===== src/rtl/arb_pkg.sv =====
// -----------------------------------------------------------------------------
// arb_pkg
// Shared definitions for the round-robin time-slice arbiter:
//   - default parameter values (requester count, slice field width)
//   - FSM state encoding (ST_IDLE / ST_GRANT)
//   - inc_mod(): wrap-around increment that also works for non-power-of-2 N
// -----------------------------------------------------------------------------
package arb_pkg;

    localparam int DEF_N       = 4;
    localparam int DEF_SLICE_W = 4;

    localparam logic [0:0] ST_IDLE  = 1'b0;
    localparam logic [0:0] ST_GRANT = 1'b1;

    // (value + 1) mod modulus, for value in [0, modulus-1].
    function automatic int inc_mod(input int value, input int modulus);
        return (value + 1 >= modulus) ? 0 : value + 1;
    endfunction

endpackage


===== src/rtl/rr_priority_pick.sv =====
// -----------------------------------------------------------------------------
// rr_priority_pick
// Purely combinational rotating priority pick: returns the first requester
// with req set, scanning ptr, ptr+1, ... and wrapping modulo N.
// Implemented as a double-width masked priority encoder: {req, req} is masked
// to the window [ptr, ptr+N), and the lowest set bit of that window wins.
//
// Ports:
//   req    in   N      request vector
//   ptr    in   ID_W   highest-priority index
//   found  out  1      some request is set
//   idx    out  ID_W   index of the chosen requester (0 when found=0)
// -----------------------------------------------------------------------------
module rr_priority_pick
    import arb_pkg::*;
#(
    parameter int N    = DEF_N,
    parameter int ID_W = $clog2(N)
) (
    input  logic [N-1:0]    req,
    input  logic [ID_W-1:0] ptr,
    output logic            found,
    output logic [ID_W-1:0] idx
);

    logic [2*N-1:0] req_dbl;
    logic [2*N-1:0] req_masked;

    assign req_dbl = {req, req};

    always_comb begin
        // NOTE: every output of a combinational block gets a default up front,
        // so no path through the block can leave it unassigned (no latch).
        req_masked = '0;
        found      = 1'b0;
        idx        = '0;
        for (int i = 0; i < 2 * N; i++) begin
            if (i >= int'(ptr) && i < int'(ptr) + N) begin
                req_masked[i] = req_dbl[i];
            end
        end
        // Scan downward so the lowest set bit of the window is the last
        // assignment and therefore the winner.
        for (int i = 2 * N - 1; i >= 0; i--) begin
            if (req_masked[i]) begin
                found = 1'b1;
                idx   = ID_W'((i >= N) ? i - N : i);
            end
        end
    end

endmodule


===== src/rtl/round_robin_timeslice_arbiter.sv =====
// -----------------------------------------------------------------------------
// round_robin_timeslice_arbiter
// Round-robin arbiter for N requesters. A grant is held for the owner's
// programmable slice (slice_len field, 0 treated as 1) and released early when
// the owner drops its request. Handover happens in the same edge as release,
// so there is never an idle cycle between consecutive owners.
//
// Ports:
//   clk         in   1          clock, all logic on posedge
//   rst         in   1          synchronous active-high reset
//   req         in   N          level-sensitive request vector
//   slice_len   in   N*SLICE_W  per-channel quantum, field i at [i*SLICE_W +: SLICE_W]
//   gnt         out  N          registered one-hot grant or all-zero
//   gnt_id      out  ID_W       index of current owner (valid with gnt_valid)
//   gnt_valid   out  1          some grant bit is set
//   slice_last  out  1          final cycle of a full-length slice
// -----------------------------------------------------------------------------
module round_robin_timeslice_arbiter
    import arb_pkg::*;
#(
    parameter int N       = DEF_N,
    parameter int SLICE_W = DEF_SLICE_W,
    parameter int ID_W    = $clog2(N)
) (
    input  logic                 clk,
    input  logic                 rst,
    input  logic [N-1:0]         req,
    input  logic [N*SLICE_W-1:0] slice_len,
    output logic [N-1:0]         gnt,
    output logic [ID_W-1:0]      gnt_id,
    output logic                 gnt_valid,
    output logic                 slice_last
);

    logic [0:0]         state_q, state_d;
    logic [ID_W-1:0]    owner_q, owner_d;
    logic [SLICE_W-1:0] cnt_q,   cnt_d;
    logic [ID_W-1:0]    ptr_q,   ptr_d;
    logic [N-1:0]       gnt_q,   gnt_d;

    logic [SLICE_W-1:0] slice_field [N];
    logic [ID_W-1:0]    owner_next;
    logic [ID_W-1:0]    pick_ptr;
    logic               pick_found;
    logic [ID_W-1:0]    pick_idx;
    logic [N-1:0]       pick_onehot;
    logic [SLICE_W-1:0] pick_len;
    logic               release_now;

    for (genvar g = 0; g < N; g++) begin : g_field
        assign slice_field[g] = slice_len[g*SLICE_W +: SLICE_W];
    end

    assign owner_next = ID_W'(inc_mod(int'(owner_q), N));

    // While a grant is held, the only time the pick result is used is on
    // release, where priority starts just past the current owner. In IDLE
    // the stored pointer is used.
    assign pick_ptr = (state_q == ST_GRANT) ? owner_next : ptr_q;

    rr_priority_pick #(
        .N    (N),
        .ID_W (ID_W)
    ) u_pick (
        .req   (req),
        .ptr   (pick_ptr),
        .found (pick_found),
        .idx   (pick_idx)
    );

    // Quantum for a grant being loaded now; a zero field means one cycle.
    assign pick_len = (slice_field[pick_idx] == '0) ? SLICE_W'(1) : slice_field[pick_idx];

    always_comb begin
        pick_onehot           = '0;
        pick_onehot[pick_idx] = 1'b1;
    end

    assign release_now = (state_q == ST_GRANT) &&
                         (!req[owner_q] || (cnt_q == SLICE_W'(1)));

    always_comb begin
        state_d = state_q;
        owner_d = owner_q;
        cnt_d   = cnt_q;
        ptr_d   = ptr_q;
        gnt_d   = gnt_q;

        if (state_q == ST_IDLE) begin
            if (pick_found) begin
                state_d = ST_GRANT;
                owner_d = pick_idx;
                cnt_d   = pick_len;
                gnt_d   = pick_onehot;
            end
        end else if (release_now) begin
            ptr_d = owner_next;
            if (pick_found) begin
                // Back-to-back handover (possibly to the same owner when it is
                // the sole requester at expiry).
                owner_d = pick_idx;
                cnt_d   = pick_len;
                gnt_d   = pick_onehot;
            end else begin
                state_d = ST_IDLE;
                cnt_d   = '0;
                gnt_d   = '0;
            end
        end else begin
            cnt_d = cnt_q - SLICE_W'(1);
        end
    end

    // NOTE: state registers use non-blocking assignments so every flop samples
    // the pre-edge values regardless of block evaluation order.
    always_ff @(posedge clk) begin
        if (rst) begin
            state_q <= ST_IDLE;
            owner_q <= '0;
            cnt_q   <= '0;
            ptr_q   <= '0;
            gnt_q   <= '0;
        end else begin
            state_q <= state_d;
            owner_q <= owner_d;
            cnt_q   <= cnt_d;
            ptr_q   <= ptr_d;
            gnt_q   <= gnt_d;
        end
    end

    assign gnt        = gnt_q;
    assign gnt_id     = owner_q;
    assign gnt_valid  = |gnt_q;
    assign slice_last = (state_q == ST_GRANT) && (cnt_q == SLICE_W'(1));

endmodule


===== config.mk =====
export PLATFORM = sky130hd
export DESIGN_NAME = round_robin_timeslice_arbiter
export DESIGN_NICKNAME = d
export VERILOG_FILES = /design/src/rtl/arb_pkg.sv /design/src/rtl/rr_priority_pick.sv /design/src/rtl/round_robin_timeslice_arbiter.sv
export SDC_FILE = /design/constraint.sdc
export NUM_CORES = 1
export LEC_CHECK = 0
export CAP_MARGIN = 20
export CORE_ASPECT_RATIO = 1.2
export CORE_MARGIN = 10
export CORE_UTILIZATION = 30
export DETAILED_ROUTE_END_ITERATION = 8
export GPL_ROUTABILITY_DRIVEN = 0
export SETUP_SLACK_MARGIN = 0.02
export SYNTH_ARGS = -nofsm -noshare
export SYNTH_HDL_FRONTEND = slang
export SYNTH_HIERARCHICAL = 1
export SYNTH_SLANG_ARGS = --single-unit

===== constraint.sdc =====
create_clock -name clk -period 3.4 [get_ports clk]
set_input_delay 0.68 -clock clk [delete_from_list [all_inputs] [get_ports clk]]
set_output_delay 0.68 -clock clk [all_outputs]
set_load 0.1 [all_outputs]

Word-level counts from Yosys, hierarchy flattened
Index checks and enable logic that the tools add are counted.
{ "totals": {"ff_bits": 13, "output_inout_bits": 8, "wordCells": 88} }
{ "classes": {"n_addsub": 3, "order_cmp": 16, "eq_ne": 2, "muxes": 48, "bitwise": 1, "reduce_logical": 13} }
{ "ops": {"columns": ["operator", "count"], "rows": [
  ["< comparator 4 x 32 -> 1 bit, first input constant", 4],
  ["< comparator 3 x 32 -> 1 bit, first input constant", 2],
  ["two-way mux 4 bit", 11],
  ["< comparator 1 x 32 -> 1 bit, first input constant", 1],
  ["< comparator 2 x 32 -> 1 bit, first input constant", 1],
  ["two-way mux 2 bit", 13],
  ["two-way mux 1 bit", 21],
  ["binary-select mux 4 bit (select 2 bit)", 1],
  [">= comparator 3 bit, second input constant", 2],
  ["logical AND 1 bit", 6],
  ["< comparator 2 x 3 -> 1 bit, second input constant", 2],
  ["adder 2 x 3 -> 4 bit, second input constant", 1],
  ["equality test 4 x 1 -> 1 bit, second input constant", 1],
  [">= comparator 1 x 2 -> 1 bit, first input constant", 2],
  ["logical NOT 4 bit", 1],
  ["AND reduction 2 bit", 2],
  ["OR reduction 4 bit", 1],
  ["subtractor 4 x 1 -> 4 bit, second input constant", 1],
  ["adder 2 x 1 -> 3 bit, second input constant", 1],
  ["inverter 2 -> 3 bit", 1],
  ["binary-select mux 1 bit (select 2 bit)", 1],
  ["demux 1 bit (select 2 bit)", 1],
  [">= comparator 2 x 1 -> 1 bit, second input constant", 1],
  [">= comparator 2 bit, first input constant", 1],
  ["4 further kinds", 4]
]} }

Depth between registers and ports, before layout
{ "logic_depth": {"ltp_word": 24, "depth_mapped": 11} }

Cells and area by module
The synthesis kept the hierarchy.
{ "modules_own_cells": {"columns": ["mod", "instances", "cells_per_inst", "area_per_inst_um2", "seq_area_each_um2"], "rows": [
  ["round_robin_timeslice_arbiter", 1, 80, 789.5, 260.2],
  ["rr_priority_pick", 1, 12, 76.3, 0.0]
]} }

Worst setup path before layout
OpenSTA, ideal clock, no wires.
{ "synth_path": {"path_type": "reg2reg", "start": "register owner_q[0], in the netlist gnt_id[0]", "end": "register cnt_q[0]", "arrival_time_ns": 3.317, "required_time_ns": 3.305, "path_slack_ns": -0.012, "stages_incl_launch_ff": 11, "period_less_slack_ns": 3.412, "path_cell_list": "dfxtp_1 ha_1 mux2_2 mux2i_1 nor2_1 a311oi_1 buf_6 mux4_2 nor3_1 o22ai_1 a221oi_1"} }
{ "synth_between": {"elab_chain_len": 24, "elab_cells_between_ends": 59} }
{ "synth_rtl": {"columns": ["element", "line", "text"], "rows": [
  ["from (decl)", "round_robin_timeslice_arbiter.sv:36", "logic [ID_W-1:0] owner_q, owner_d;"],
  ["from (signal assigned)", "round_robin_timeslice_arbiter.sv:125", "owner_q <= owner_d;"],
  ["adder 2 x 1 -> 3 bit (*)", "arb_pkg.sv:18", "return (value + 1 >= modulus) ? 0 : value + 1;"],
  [">= comparator 3 bit", "arb_pkg.sv:18", null],
  ["two-way mux 2 bit (*)", "arb_pkg.sv:18", null],
  ["via owner_next[1]", "round_robin_timeslice_arbiter.sv:42", "logic [ID_W-1:0] owner_next;"],
  ["two-way mux 2 bit (*)", "round_robin_timeslice_arbiter.sv:59", "assign pick_ptr = (state_q == ST_GRANT) ? owner_next : ptr_q;"],
  ["via pick_ptr[1]", "round_robin_timeslice_arbiter.sv:43", "logic [ID_W-1:0] pick_ptr;"],
  ["adder 2 x 3 -> 4 bit", "rr_priority_pick.sv:38", "if (i >= int'(ptr) && i < int'(ptr) + N) begin"],
  ["< comparator 4 x 32 -> 1 bit", "rr_priority_pick.sv:38", null],
  ["[... 9 more ...]", null, null],
  ["via pick_idx[0]", "round_robin_timeslice_arbiter.sv:45", "logic [ID_W-1:0] pick_idx;"],
  ["inverter 2 -> 3 bit (implied by the code) (*)", "round_robin_timeslice_arbiter.sv:72", "assign pick_len = (slice_field[pick_idx] == '0) ? SLICE_W'(1) : slice_field[pick_idx];"],
  ["binary-select mux 4 bit (select 2 bit) (*)", "round_robin_timeslice_arbiter.sv:72", null],
  ["two-way mux 4 bit (implied by the code) (*) (2 in a row)", "round_robin_timeslice_arbiter.sv:72", null],
  ["logical NOT 4 bit", "round_robin_timeslice_arbiter.sv:72", null],
  ["two-way mux 4 bit (*)", "round_robin_timeslice_arbiter.sv:72", null],
  ["two-way mux 4 bit", "round_robin_timeslice_arbiter.sv:98", "if (pick_found) begin"],
  ["two-way mux 4 bit", "round_robin_timeslice_arbiter.sv:96", "end else if (release_now) begin"],
  ["two-way mux 4 bit (*)", "round_robin_timeslice_arbiter.sv:89", "if (state_q == ST_IDLE) begin"],
  ["to (signal assigned)", "round_robin_timeslice_arbiter.sv:126", "cnt_q <= cnt_d;"],
  ["to (decl)", "round_robin_timeslice_arbiter.sv:37", "logic [SLICE_W-1:0] cnt_q, cnt_d;"]
]} }
Mark *: on every way through the listed nets, which the timed path passes. The rest lies on a longest branch. The select of a mux whose other input is x is not followed.
A chain may end at the register's enable or synchronous reset.

Final worst setup path
Ends and elaborated chain as after synthesis.

==> results.ini <==
[outcome]
status=complete, no violations

[placement]
place_ws_ns=0.382
hpwl_mm=1.95
post_dp_cell_area_um2=1160
portBuffers=29

[power_and_ir_drop]
peakVddDrop_uv=364
clockPowerShare_pct=15.3
p_seq_share_pct=31.0
p_total_uw=642
p_leak_uw=0.000484
comb_power_share_pct=53.7
power.internal_uw=353
p_sw_uw=289
power.density_nw_per_um2=541
swShare_pct=45.0

[clock_network]
post_cts_resized=0
hold_buffers=0
clk_pin_slew_ns=0.08
cts-buffers-inserted=3
clock_latency_ns=0.28
root_buffer=clkbuf_4
cts_buffer_depth=2
post-cts-setup-buffers=0
htreeDepth=1
cts_tree=built
cts.sinks=13

[setup_path]
endpoint_kind=flop
cp.required_ns=3.59
worstSetupStartpointType=flop
r2r_slack_ns=0.57
cp-endpoint=cnt_q[0]
crit-reg2reg-launch=gnt_id[0]
cp_max_fo=8
r2r_cells=10
rr_endpoint=cnt_q[0]
criticalPathCategory=reg -> reg
arrival_ns=3.02
startpoint=gnt_id[0]

[detailed_routing]
num_vias=816
routedWlPerCell_um=15.2
antenna_left=0
vias_per_cell=5.26
firstDrtPassIters=3
drtIter0Drc=18
drc=0
wl_mm=2.35

[sta]
clock_skew_ns=0.00323
rsz0062_at_grt=no
setup_ws_ns=0.567
period_minus_slack_ns=2.83
setup_viol=0
tns_ns=0
worstMarginPinSlew_ns=0.518
drv_slew=0
slew_headroom_pct=65.3
post-route-period-util_pct=83.3
fmax_mhz=353
holdWs_ns=0.505
hold_viol=0

[floorplan]
design.die.area_um2=5440
ios=30
die_x_um=69.0
rows=21
die_h_um=78.9
core_um2=2790
start_util_pct=31.1

[run]
cap_violations=0

[yosys]
ys_seq_area_share_pct=30.1
synthCells=92
synth_area_um2=866
synth_top_area_share_pct=30.1
syn_area_per_cell_um2=9.41
syn_nets=117
synthTopCellsByArea=dfxtp_1 (30%), mux4_2 (13%), mux2i_1 (5.8%), nor2_1 (5.2%), a32oi_1 (5.1%)
synth_edf_count=0
synth_top_flop_cell=dfxtp_1
synth.distinct_cells=32
async_flop_share_pct=0
ys_ff_latch=13
netlist.top_cell.by_area=dfxtp_1
yosys_warnings=6

[global_route]
grt_use_total_pct=8.94
grt_antenna_before_repair=0
grt_overflow=0
grt_pass1_wl_mm=4.21
grt_max_degree=14
grt_pass1_vias=926

[layout]
area.growth.synth_to_final_pct=37.1
fill_cells=301
drive_gt1_share_pct=21.5
fin_area_um2=1190
diodes=0
final_nets=147

[worst_hold_path]
hold_class=reg -> reg

## cell usage after synthesis (3+ instances only)
cell	instances
dfxtp_1	13
nor2_1	12
inv_1	9
a21oi_1	7
a32oi_1	5
mux2i_1	5
mux4_2	5
clkbuf_1	3
ha_1	3
nor3_1	3
o21ai_0	3
## per-layer routing
| metal | vias up | global-route usage (%) | wire length, µm |
|---|---|---|---|
| li1 | 409 | - | - |
| met1 | 375 | 8.83 | 984 |
| met2 | 24 | 15.7 | 1150 |
| met3 | 8 | 4.10 | 170 |
| met4 | 0 | 4.23 | 50 |
| met5 | - | 0 | 0 |
## flip-flops by register name, summed over array words and instances (netlist names)
signal and cells:
cnt_q 4, gnt 4, gnt_id 2, ptr_q 2
state_q 1
## worst min path at each step
| stage | from | end | slack (ns) | depth (start not counted) |
|---|---|---|---|---|
| after floorplan | ptr_q[0] | ptr_q[0] | 0.46 | 2 |
| after global placement | ptr_q[1] | ptr_q[1] | 0.47 | 2 |
| after detailed placement | ptr_q[1] | ptr_q[1] | 0.50 | 2 |
| after CTS | ptr_q[1] | ptr_q[1] | 0.52 | 2 |
| after global routing | ptr_q[1] | ptr_q[1] | 0.54 | 2 |
| final | ptr_q[1] | ptr_q[1] | 0.50 | 2 |
## cell families after synthesis
| kind of cell | share of synthesized area, % |
|---|---|
| multiplexers | 21.4 |
| XOR/XNOR | 1.01 |
| flip-flops | 30.1 |
| adder cells (fa/ha/maj) | 4.34 |
| AO/OA/AOI/OAI | 22.8 |
| buffers and inverters | 7.08 |
| AND/OR/NAND/NOR | 13.3 |
## through the flow
| step | instances | util [%] |
|---|---|---|
| final | 155 | 42.6 |
| after CTS | 155 | 42.6 |
| after detailed placement | 151 | 41.7 |
| after floorplan | 92 | - |
| after global placement | 151 | 41.7 |
| after global routing | 155 | 42.6 |
## placed cells by master (no fill, tap or decap)
master	count
a311oi_1	1
or3_1	1
or4_1	2
o2bb2a_1	1
o22ai_1	1
a21oi_1	7
a211oi_1	1
and3_2	1
or2b_2	1
buf_4	9
inv_1	9
mux2i_1	5
dfxtp_2	2
a31oi_4	1
mux2_2	2
a31o_2	1
clkbuf_4	3
clkdlybuf4s50_1	21
clkbuf_1	1
nand3_1	1
a21oi_2	1
or3b_1	1
dfxtp_1	11
nor3_1	3
mux4_2	5
a31oi_1	1
nor2_1	12
a32oi_1	5
ha_1	3
nand2_1	1
o21ai_0	3
xor2_1	1
a2bb2oi_1	1
a221oi_1	2
## worst max-delay path, cell delays in order (launching register included)
cell and delay, ns:
dfxtp_2 0.36, ha_1 0.31, mux2_2 0.32, mux2i_1 0.17
nor2_1 0.06, a311oi_1 0.25, buf_4 0.22, mux4_2 0.54
nor3_1 0.20, o22ai_1 0.09, a221oi_1 0.22
## power by group through the flow
| stage | Clock (µW) | Combinational (µW) | Sequential (µW) |
|---|---|---|---|
| floorplan | 0 | 206 | 263 |
| detailed placement | 0 | 346 | 203 |
| finish | 98.3 | 345 | 199 |
| global route | 112 | 374 | 204 |
| CTS | 104 | 347 | 200 |
| global placement | 0 | 343 | 202 |
## final cells by class
cell class                 instances  area, µm²  area share (%)
timing repair buffer              30        278            23.4
clock buffer                       4       26.3            2.21
inverter                           9       33.8            2.85
sequential                        13        263            22.1
multi-input combinational         65        544            45.8
tap                               34       42.5            3.58
Note: power is estimated with default switching activity, not from simulation.
